File: config.mk
export PLATFORM = sky130hd
export DESIGN_NAME = spi_slave
export DESIGN_NICKNAME = d
export VERILOG_FILES = /design/src/rtl/spi_pkg.sv /design/src/rtl/spi_sync.sv /design/src/rtl/spi_slave.sv
export SDC_FILE = /design/constraint.sdc
export NUM_CORES = 1
export LEC_CHECK = 0
export BUFFER_PORTS_ARGS = -buffer_cell sky130_fd_sc_hd__buf_2
export CAP_MARGIN = 25
export CORE_UTILIZATION = 40
export CTS_CLUSTER_DIAMETER = 150
export CTS_CLUSTER_SIZE = 14
export DETAILED_ROUTE_END_ITERATION = 10
export MAX_ROUTING_LAYER = met4
export PLACE_DENSITY = 0.57
export SYNTH_ARGS = -nofsm -noshare
export SYNTH_HDL_FRONTEND = slang
export SYNTH_SLANG_ARGS = --single-unit
File: constraint.sdc
create_clock -name sclk -period 2.2 [get_ports sclk]
set_input_delay 0.44 -clock sclk [delete_from_list [all_inputs] [get_ports sclk]]
set_output_delay 0.44 -clock sclk [all_outputs]
set_load 0.01 [all_outputs]
File: src/rtl/spi_pkg.sv
// Shared definitions for the SPI slave: the FSM encoding, datapath widths and
// the default idle level on miso.
package spi_pkg;
  localparam int BYTE_W = 8;
  localparam int CNT_W = 3;
  localparam logic MISO_IDLE_DEFAULT = 1'b1;

  typedef enum logic {
    IDLE  = 1'b0,
    SHIFT = 1'b1
  } state_t;
endpackage

File: src/rtl/spi_sync.sv
// Multi-flop synchronizer for one asynchronous input. The reset value is
// configurable so that edge detection downstream never sees a false edge.
module spi_sync #(
  parameter int   SYNC_STAGES = 2,
  parameter logic RST_VAL     = 1'b0
) (
  input  logic sclk,
  input  logic nrst,
  input  logic d,
  output logic q
);
  logic [SYNC_STAGES-1:0] stage_reg;

  always_ff @(posedge sclk) begin
    if (!nrst) begin
      stage_reg <= {SYNC_STAGES{RST_VAL}};
    end else begin
      stage_reg <= {stage_reg[SYNC_STAGES-2:0], d};
    end
  end

  assign q = stage_reg[SYNC_STAGES-1];
endmodule

File: src/rtl/spi_slave.sv
// Mode-0 SPI slave, MSB first, oversampled by sclk. All SPI pins are
// synchronized, and the serial protocol is recovered from detected sck edges.
module spi_slave
  import spi_pkg::*;
#(
  parameter logic MISO_IDLE   = MISO_IDLE_DEFAULT,
  parameter int   SYNC_STAGES = 2
) (
  input  logic                sclk,
  input  logic                nrst,
  input  logic                cs_n,
  input  logic                sck,
  input  logic                mosi,
  output logic                miso,
  output logic                miso_oe,
  input  logic [BYTE_W-1:0]   tx_byte,
  input  logic                tx_load,
  output logic                tx_req,
  output logic [BYTE_W-1:0]   rx_byte,
  output logic                rx_valid,
  output logic                busy
);
  logic cs_s, sck_s, mosi_s;
  logic cs_prev_reg, sck_prev_reg;
  logic cs_fall, cs_rise, sck_rise, sck_fall;

  state_t state_reg, state_next;
  logic [BYTE_W-1:0] tx_buf_reg, tx_shift_reg, rx_shift_reg;
  logic [CNT_W-1:0]  bit_cnt_reg;
  logic              byte_end_reg;

  logic              do_start, do_abort, do_rise, do_fall;
  logic [BYTE_W-1:0] load_val;

  spi_sync #(.SYNC_STAGES(SYNC_STAGES), .RST_VAL(1'b1)) u_sync_cs (
    .sclk(sclk), .nrst(nrst), .d(cs_n), .q(cs_s)
  );
  spi_sync #(.SYNC_STAGES(SYNC_STAGES), .RST_VAL(1'b0)) u_sync_sck (
    .sclk(sclk), .nrst(nrst), .d(sck), .q(sck_s)
  );
  spi_sync #(.SYNC_STAGES(SYNC_STAGES), .RST_VAL(1'b0)) u_sync_mosi (
    .sclk(sclk), .nrst(nrst), .d(mosi), .q(mosi_s)
  );

  assign cs_fall  = cs_prev_reg & ~cs_s;
  assign cs_rise  = ~cs_prev_reg & cs_s;
  assign sck_rise = ~sck_prev_reg & sck_s;
  assign sck_fall = sck_prev_reg & ~sck_s;

  always_ff @(posedge sclk) begin
    if (!nrst) begin
      state_reg <= IDLE;
    end else begin
      state_reg <= state_next;
    end
  end

  // A cs_n rise masks any sck edge seen in the same cycle.
  always_comb begin
    state_next = state_reg;
    do_start   = 1'b0;
    do_abort   = 1'b0;
    do_rise    = 1'b0;
    do_fall    = 1'b0;
    load_val   = tx_load ? tx_byte : tx_buf_reg;
    case (state_reg)
      IDLE: begin
        if (cs_fall) begin
          state_next = SHIFT;
          do_start   = 1'b1;
        end
      end
      SHIFT: begin
        if (cs_rise) begin
          state_next = IDLE;
          do_abort   = 1'b1;
        end else begin
          do_rise = sck_rise;
          do_fall = sck_fall;
        end
      end
      default: state_next = IDLE;
    endcase
  end

  always_ff @(posedge sclk) begin
    if (!nrst) begin
      cs_prev_reg  <= 1'b1;
      sck_prev_reg <= 1'b0;
      miso         <= MISO_IDLE;
      miso_oe      <= 1'b0;
      busy         <= 1'b0;
      tx_req       <= 1'b0;
      rx_valid     <= 1'b0;
      rx_byte      <= '0;
      tx_buf_reg   <= '1;
      tx_shift_reg <= '1;
      rx_shift_reg <= '0;
      bit_cnt_reg  <= '0;
      byte_end_reg <= 1'b0;
    end else begin
      cs_prev_reg  <= cs_s;
      sck_prev_reg <= sck_s;
      tx_req       <= 1'b0;
      rx_valid     <= 1'b0;
      if (tx_load) begin
        tx_buf_reg <= tx_byte;
      end
      if (do_start) begin
        tx_shift_reg <= load_val;
        miso         <= load_val[BYTE_W-1];
        bit_cnt_reg  <= '0;
        byte_end_reg <= 1'b0;
        tx_req       <= 1'b1;
        busy         <= 1'b1;
        miso_oe      <= 1'b1;
      end else if (do_abort) begin
        busy         <= 1'b0;
        miso_oe      <= 1'b0;
        miso         <= MISO_IDLE;
        bit_cnt_reg  <= '0;
        byte_end_reg <= 1'b0;
      end else if (do_rise) begin
        rx_shift_reg <= {rx_shift_reg[BYTE_W-2:0], mosi_s};
        bit_cnt_reg  <= bit_cnt_reg + 1'b1;
        if (bit_cnt_reg == '1) begin
          rx_byte      <= {rx_shift_reg[BYTE_W-2:0], mosi_s};
          rx_valid     <= 1'b1;
          byte_end_reg <= 1'b1;
        end
      end else if (do_fall) begin
        // The falling edge after the last bit preloads the next byte's MSB.
        if (byte_end_reg) begin
          tx_shift_reg <= load_val;
          miso         <= load_val[BYTE_W-1];
          tx_req       <= 1'b1;
          byte_end_reg <= 1'b0;
        end else begin
          tx_shift_reg <= {tx_shift_reg[BYTE_W-2:0], 1'b1};
          miso         <= tx_shift_reg[BYTE_W-2];
        end
      end
    end
  end
endmodule

==> metrics.csv, run 1 <==
stage,metric,value,unit
routing,vias,1285,
layout,finalNetCount,218,
yosys,synth_area,1802,um^2
floorplanning,die_w,69.12,um
power,p_leak,0.9866,nW
yosys,ys.flop_type,dfxtp_1,
critical_path,cp_max_fo,10,
placed_design,numPortBuffers,26,
yosys,yosys.area.top_type,dfxtp_1,
timing,grt_setup_unrepaired,no,
timing,max_slew.worst_pin.slew,0.6214,ns
routing,ant_nets,0,
global_routing,grt_pass1_wl,5.651,mm
clocking,clk_path_buf_depth,2,
flow_run,cap_violations,0,
timing,period_share,82.13,%
timing,final_max_slew_viol_count,0,
placed_design,dp_slack,0.4198,ns
yosys,synthDistinctLibCells,36,
layout,fin_util,46.67,%
yosys,ys_top_cells_by_area,"dfxtp_1 52%, mux2i_1 13%, nor2_1 4.4%, nand2_1 3.5%, o211ai_1 2.1%",
global_routing,grt_usage,14.95,%
clocking,cts_tree,yes,
timing,skew,0.007352,ns
layout,synthToLayoutAreaGrowth,12.78,%
timing,layout_setup_ws,0.3932,ns
routing,dr.pass1.iters,4,
critical_path,crit_path_end_kind,register,
worst_hold_path,min_path_type,in2reg,
worst_hold_path,min_to,u_sync_cs.stage_reg[0],
global_routing,grt_pass1_vias,1241,
clocking,cts_hold_buffers,0,
routing,wl_per_cell,12.01,um
routing,drt_wl_total,3.062,mm
timing,maxSlewHeadroom,58.46,%
critical_path,crit_arrival,1.99,ns
clocking,ctsResizeCount,0,
clocking,clk_pin_slew,0.08,ns
yosys,synth_top_area_share,52.22,%
yosys,synth_warnings,0,
critical_path,r2r_setup_slack,0.39,ns
clocking,clock_sinks,47,
routing,vias_per_cell,5.039,
timing,fin_tns_setup,0,ns
timing,period_minus_slack,1.807,ns
critical_path,r2r-end,miso,
floorplanning,core-area,4354,um^2
floorplanning,die_h,69.12,um
critical_path,critPathLaunchType,register,
power,vdd_ir_drop_max,0.3347,mV
clocking,cts_setup_buffers,0,
critical_path,required,2.39,ns
routing,drc,0,
yosys,postSynthAreaPerCell,10.24,um^2
clocking,root_buffer,clkbuf_8,
layout,final_common_cell,dfxtp_1,
timing,hold_viol,0,
floorplanning,num_io_pins,27,
critical_path,reg2reg_depth,4,
yosys,ys_seq_area_share,52.22,%
global_routing,antenna_found_initial,0,
clocking,htree_levels,2,
critical_path,crit_type,reg2reg,
layout,final_cell_mix,"47 x dfxtp_1, 26 x buf_2, 24 x mux2i_1",
worst_hold_path,hold_depth,2,
yosys,syn_nets,192,
placed_design,gp_congestion,0.7611,
critical_path,startpoint,cs_prev_reg,
routing,drt_iter0_markers,64,
placed_design,hpwl,2.205,mm
yosys,synth-seq-cells,47,
timing,setup_violations,0,
worst_hold_path,hp-start,cs_n,
timing,fmax,553.5,MHz
power,p_per_area,728.5,nW/um^2
yosys,synthCells,176,
floorplanning,core.rowCount,24,
layout,drive_above_1_share,19.21,%
layout,diodes,0,
critical_path,reg2reg_from,cs_prev_reg,
global_routing,gr-total-overflow,0,
status,outcome,"finished, final reports clean",
clocking,clk-insertion-delay-late,0.29,ns
floorplanning,start_util,41.38,%
yosys,ys_async_sr_fraction,0,%
global_routing,grt_max_degree,23,
yosys,synth_edf_count,0,
clocking,cts-buffers-inserted,5,
floorplanning,die_area,4777,um^2
-- metrics by stage --
stage          instance area [um^2]  hold WS [ns]  instances  total power [W]
6_report                       2032        0.3378        255         0.001480
2_1_floorplan                  1802        0.3863        176        0.0009882
4_1_cts                        2032        0.3257        255         0.001505
3_5_place_dp                   1951        0.3940        247         0.001016
3_3_place_gp                   1951        0.3983        247         0.001013
5_1_grt                        2032        0.3454        255         0.001558
-- worst max path at each step --
stage / endpoint / slack (ns)
floorplan: miso / 0.69
global placement: miso / 0.48
detailed placement: bit_cnt_reg[2] / 0.42
CTS: miso / 0.41
global route: miso / 0.22
finish: miso / 0.39
-- report_power, final --
group / internal (W) / total (W) / switching (W) / leakage (nW)
registers: 0.000876 / 0.000893 / 0.0000165 / 0.383
clock network: 0.000223 / 0.000486 / 0.000263 / 0.0422
logic: 0.0000463 / 0.000102 / 0.0000555 / 0.561
-- critical path, stage by stage (launching register included) --
cell      delay (ns)
dfxtp_1         0.48
nor3b_4         0.42
or2_1           0.36
a221oi_2        0.11
a311o_1         0.33
-- logic make-up after synthesis --
kind of cell / synth area share, %
AOI/OAI and AO/OA: 11.32
xor gates and xnor gates: 0.4862
adders and majority gates: 1.389
buffers and inverters: 4.236
DFF: 52.22
muxes: 13.33
and+or+nand+nor: 17.01
-- metal layers --
metal,global-route usage (%),up-vias,wire length (um)
met1,19.37,600,1586
met3,4.386,4,93
met4,5.442,0,31
met2,22.11,19,1351
met5,-,-,0
li1,-,662,-
-- area by class of cell --
cell class | count | area (um^2)
clock buffer | 7 | 76.32
clock inverter | 1 | 5.005
fill | 438 | 2322
inverter | 2 | 7.507
multi-input combinational | 117 | 784.5
sequential | 47 | 940.9
tap | 52 | 65.06
timing repair buffer | 29 | 152.6
-- cell usage after synthesis (all sizes together) (2+ instances only) --
library cell and instances:
a211o 2, a21oi 3, a221oi 2, a311o 2, and2 5, and3 2
buf 5, clkbuf 5, dfxtp 47, ha 2, inv 2, mux2i 24
nand2 17, nand2b 3, nand3 6, nor2 21, nor2b 4, o211ai 5
o21ai 8
Power figures use the tool's default switching activity.
==> inputs of run 2 (changes only) <==
clock period = 1.9 ns   (was 2.2 ns; I/O delays follow)
==> run 2 against run 1 <==
Net effect:
- final cell count grew 0.78%
- first-iteration DRC count grew 44%
- non-clock buffer count grew 2
- clock-buffer cell count grew 1
- clock skew shrank 0.0011 ns
- global-route usage grew 0.19 points
- worst hold slack lost 0.066 ns
- sequential share of layout area shrank 0.76 points
- fmax grew 2.4%
- critical path depth is the same
- routed wire length grew 4.8%
- sequential power grew 15%
- critical path type unchanged
- critical endpoint unchanged
- largest cell class unchanged
==> metrics.csv, run 2 (synthesized netlist as in run 1, its figures left out) <==
stage,metric,value,unit,change
global_routing,grt_max_degree,23,,unchanged
floorplanning,die_h,69.12,um,unchanged
placed_design,hpwl,2.247,mm,+1.9%
flow_run,cap_violations,0,,unchanged
timing,fmax,566.6,MHz,+2.4%
status,outcome,"finished, final reports clean",,
power,vdd_ir_drop_max,0.4817,mV,+44%
critical_path,reg2reg_from,state_reg,,
timing,fin_tns_setup,0,ns,unchanged
layout,final_common_cell,dfxtp_1,,
global_routing,antenna_found_initial,0,,unchanged
critical_path,critPathLaunchType,register,,
power,p_per_area,866.2,nW/um^2,+19%
timing,setup_violations,0,,unchanged
critical_path,cpPeakStageDelay,0.44,ns,-0.04 ns
routing,dr.pass1.iters,4,,unchanged
critical_path,crit_path_end_kind,register,,
clocking,cts_hold_buffers,0,,unchanged
routing,wl_per_cell,12.49,um,+4.0%
layout,regArea,940.9,um^2,unchanged
critical_path,crit_type,reg2reg,,
clocking,cts_setup_buffers,0,,unchanged
layout,diodes,0,,unchanged
floorplanning,num_io_pins,27,,unchanged
clocking,clk_pin_slew,0.08,ns,about the same
global_routing,gr-total-overflow,0,,unchanged
timing,max_slew.worst_pin.slew,0.5120,ns,-0.1095 ns
clocking,ctsResizeCount,0,,unchanged
global_routing,grt_usage,15.13,%,+0.19 points
critical_path,cp_max_fo,12,,+2
routing,drt_wl_total,3.210,mm,+4.8%
routing,vias_per_cell,5.054,,+0.30%
power,p_leak,1.004,nW,+1.8%
floorplanning,core-area,4354,um^2,unchanged
critical_path,crit_chain,nor3b_4 -> or2_1 -> a221oi_2 -> a311o_1,,
worst_hold_path,min_path_type,in2reg,,
critical_path,required,2.09,ns,-0.30 ns
floorplanning,core.rowCount,24,,unchanged
floorplanning,die_w,69.12,um,unchanged
clocking,clock_sinks,47,,unchanged
layout,drive_above_1_share,20.49,%,+1.3 points
layout,synthToLayoutAreaGrowth,14.65,%,
timing,hold_viol,0,,unchanged
floorplanning,start_util,41.38,%,unchanged
placed_design,placedCellCount,249,,+0.81%
timing,maxSlewHeadroom,65.87,%,+7.4 points
clocking,clk_path_buf_depth,2,,unchanged
clocking,cts-buffers-inserted,5,,unchanged
layout,final_cells,257,,+0.78%
global_routing,grt_pass1_vias,1309,,+5.5%
routing,ant_nets,0,,unchanged
routing,drt_iter0_markers,92,,+44%
clocking,root_buffer,clkbuf_8,,
power,finalPower,0.001789,W,+21%
clocking,clk-insertion-delay-late,0.29,ns,about the same
timing,period_share,92.89,%,+11 points
layout,fin_util,47.44,%,+0.78 points
layout,final_cell_mix,"47 x dfxtp_1, 26 x buf_2, 24 x mux2i_1",,
layout,multiInputGateArea,784.5,um^2,unchanged
critical_path,crit_arrival,1.95,ns,-0.04 ns
timing,period_minus_slack,1.765,ns,-0.04196 ns
routing,vias,1299,,+1.1%
placed_design,gp_congestion,0.8084,,+6.2%
layout,finalNetCount,220,,+0.92%
critical_path,startpoint,state_reg,,
placed_design,numPortBuffers,26,,unchanged
clocking,htree_levels,2,,unchanged
clocking,cts_tree,yes,,
timing,skew,0.006238,ns,-0.001114 ns
floorplanning,die_area,4777,um^2,unchanged
timing,grt_setup_unrepaired,no,,
placed_design,post_dp_cell_area,1966,um^2,+0.77%
timing,final_max_slew_viol_count,0,,unchanged
global_routing,grt_pass1_wl,5.692,mm,+0.73%
layout,n_fill_cell,430,,-1.8%
routing,drc,0,,unchanged
layout,stdcell_area,2066,um^2,+1.7%
worst_hold_path,hp-start,cs_n,,
critical_path,crit_path_top_delay_cell,dfxtp_1,,
run 2: layer usage:
layer / up-vias / global-route usage (%) / share of wire [%]
met2: 22 / 24.16 / 45
met5: - / - / 0
met3: 6 / 4.678 / 3.7
li1: 667 / - / -
met1: 604 / 17.69 / 50
met4: 0 / 6.122 / 1.5
run 2: path summary, 6_finish.rpt:
| check | slack [ns] | end | cells past startpoint |
|---|---|---|---|
| setup / recovery | 0.14 | miso | 4 |
| hold / removal | 0.27 | u_sync_cs.stage_reg[0] | 2 |
| setup reg to reg | 0.14 | miso | 4 |
| hold reg to reg | 0.41 | u_sync_cs.stage_reg[1] | 1 |
run 2: final cells by class:
cell class                      count  share of cell area (%)
Multi-Input combinational cell    117                   37.98
Inverter                            2                  0.3634
Tap cell                           52                   3.150
Clock buffer                        8                   4.846
Timing Repair Buffer               31                   8.116
Sequential cell                    47                   45.55
run 2: stage by stage:
stage / worst slack, ns / hold slack (ns)
floorplan: 0.3945 / 0.3863
global placement: 0.2552 / 0.4022
detailed placement: 0.1813 / 0.3979
CTS: 0.1719 / 0.2604
global route: 0.02054 / 0.2553
finish: 0.1351 / 0.2714
run 2: report_power, final:
group	leakage [nW]	internal (W)	switching, W
registers	0.383	0.00101	0.0000184
logic	0.569	0.0000545	0.0000672
clock network	0.0515	0.000332	0.000303
run 2: critical path, delay by kind of cell, from the launching register on:
family / cells / cell delay, ns
simple gates: 2 / 0.77
flops: 1 / 0.44
compound gates: 2 / 0.45
==> inputs of run 3 (changes only) <==
CORE_MARGIN = 2   (was not set)
PLACE_DENSITY = not set   (was 0.57)
==> run 3 against run 2 <==
Net effect:
- largest power group unchanged
- sequential cell count did not move
- register-to-register slack improved by 0.07 ns
- fmax rose by 4.1%
- clock-buffer cell count fell by 1
- setup slack improved by 0.069 ns
==> metrics.csv, run 3 (synthesized netlist as in run 1, its figures left out) <==
stage,metric,value,unit,change
status,outcome,"finished, final reports clean",,
timing,maxSlewHeadroom,64.37,%,-1.5 points
layout,final_cells,256,,-0.39%
global_routing,grt_pass1_wl,5.678,mm,-0.25%
global_routing,gr-total-overflow,0,,unchanged
critical_path,r2r-end,miso,,
clocking,clock_sinks,47,,unchanged
placed_design,dp_slack,0.1092,ns,-0.07210 ns
placed_design,numPortBuffers,26,,unchanged
global_routing,antenna_found_initial,0,,unchanged
layout,final_cell_mix,"47 x dfxtp_1, 26 x buf_2, 24 x mux2i_1",,
critical_path,reg2reg_depth,4,,unchanged
routing,drc,0,,unchanged
routing,drt_iter0_markers,70,,-24%
power,p_per_area,833.2,nW/um^2,-3.8%
timing,skew,0.003164,ns,-0.003074 ns
critical_path,critPathLaunchType,register,,
routing,vias,1309,,+0.77%
floorplanning,num_io_pins,27,,unchanged
layout,drive_above_1_share,20.10,%,-0.39 points
routing,wl_per_cell,12.68,um,+1.5%
layout,finalNetCount,219,,-0.45%
timing,fmax,589.7,MHz,+4.1%
placed_design,post_dp_cell_area,1958,um^2,-0.38%
critical_path,cp_max_fo,10,,-2
clocking,clk-insertion-delay-late,0.28,ns,about the same
timing,grt_setup_unrepaired,no,,
floorplanning,die_h,71.12,um,+2.9%
timing,max_slew.worst_pin.slew,0.5344,ns,+0.02244 ns
critical_path,required,2.07,ns,-0.02 ns
worst_hold_path,hp-start,cs_n,,
worst_hold_path,min_path_type,in2reg,,
timing,hold_viol,0,,unchanged
clocking,cts-buffers-inserted,5,,unchanged
clocking,htree_levels,2,,unchanged
floorplanning,start_util,41.38,%,unchanged
routing,ant_nets,0,,unchanged
placed_design,gp_congestion,0.8462,,+4.7%
clocking,root_buffer,clkbuf_8,,
routing,vias_per_cell,5.113,,+1.2%
placed_design,placedCellCount,248,,-0.40%
clocking,clk_pin_slew,0.08,ns,about the same
global_routing,grt_pass1_vias,1278,,-2.4%
critical_path,crit_type,reg2reg,,
worst_hold_path,min_to,u_sync_cs.stage_reg[0],,
floorplanning,die_area,5057,um^2,+5.9%
timing,hold-worst-slack,0.2821,ns,+0.01076 ns
routing,dr.pass1.iters,4,,unchanged
timing,period_share,89.25,%,-3.6 points
layout,stdcell_area,2042,um^2,-1.2%
timing,layout_setup_ws,0.2043,ns,+0.06913 ns
floorplanning,die_w,71.12,um,+2.9%
timing,period_minus_slack,1.696,ns,-0.06913 ns
layout,synthToLayoutAreaGrowth,13.33,%,
clocking,clk_path_buf_depth,2,,unchanged
layout,final_common_cell,dfxtp_1,,
critical_path,reg2reg_from,cs_prev_reg,,
floorplanning,core-area,4354,um^2,unchanged
power,p_leak,0.9909,nW,-1.3%
global_routing,grt_usage,14.54,%,-0.59 points
clocking,cts_tree,yes,,
critical_path,crit_path_end_kind,register,,
routing,drt_wl_total,3.246,mm,+1.1%
timing,final_max_slew_viol_count,0,,unchanged
power,vdd_ir_drop_max,0.3859,mV,-20%
clocking,cts_setup_buffers,0,,unchanged
timing,fin_tns_setup,0,ns,unchanged
global_routing,grt_max_degree,20,,-13%
flow_run,cap_violations,0,,unchanged
critical_path,r2r_setup_slack,0.20,ns,+0.07 ns
layout,diodes,0,,unchanged
timing,setup_violations,0,,unchanged
placed_design,hpwl,2.356,mm,+4.9%
worst_hold_path,hold_depth,2,,unchanged
critical_path,crit_arrival,1.87,ns,-0.08 ns
floorplanning,core.rowCount,24,,unchanged
==> run 3: repair_timing <==
action,4_1_cts,5_1_grt
endpoints found under the setup margin,0,3
hold buffers,0,0
resized for setup,0,1
==> run 3: worst max path at each step <==
stage / start / endpoint / slack, ns
finish: cs_prev_reg / miso / 0.20
global route: state_reg / tx_shift_reg[4] / 0.05
CTS: cs_prev_reg / miso / 0.08
detailed placement: cs_prev_reg / miso / 0.11
global placement: cs_prev_reg / miso / 0.21
floorplan: cs_prev_reg / miso / 0.39
==> run 3: per-stage QoR <==
step           total power (W)  util, %
3_3_place_gp          0.001173    44.97
5_1_grt               0.001800    46.90
3_5_place_dp          0.001177    44.97
6_report              0.001701    46.90
4_1_cts               0.001734    46.84
2_1_floorplan         0.001144        -
==> run 3: worst max-delay path, cell delays in order, from the launching register on <==
cell and delay (ns):
dfxtp_1 0.48, nor3b_4 0.44, or2_4 0.26, a221oi_2 0.07, a311o_1 0.33
==> run 3: routing by layer <==
layer  vias to the layer above  share of wire [%]  global-route usage (%)
li1                        666                  -                       -
met1                       614                 48                   17.70
met2                        25                 48                   23.26
met3                         4                3.5                   4.558
met4                         0               0.80                   4.193
met5                         -                  0                       -
==> run 3: cell type report <==
class                           instances  area [um^2]
Fill cell                             421         2312
Sequential cell                        47        940.9
Tap cell                               52        65.06
Clock inverter                          1        5.005
Multi-Input combinational cell        117        787.0
Clock buffer                            7        76.32
Inverter                                2        7.507
Timing Repair Buffer                   30        160.2
==> run 3: power by group <==
group          internal, W  leakage [nW]  switching [W]
combinational    0.0000546         0.565      0.0000667
sequential         0.00101         0.383      0.0000190
clock             0.000258        0.0422       0.000288
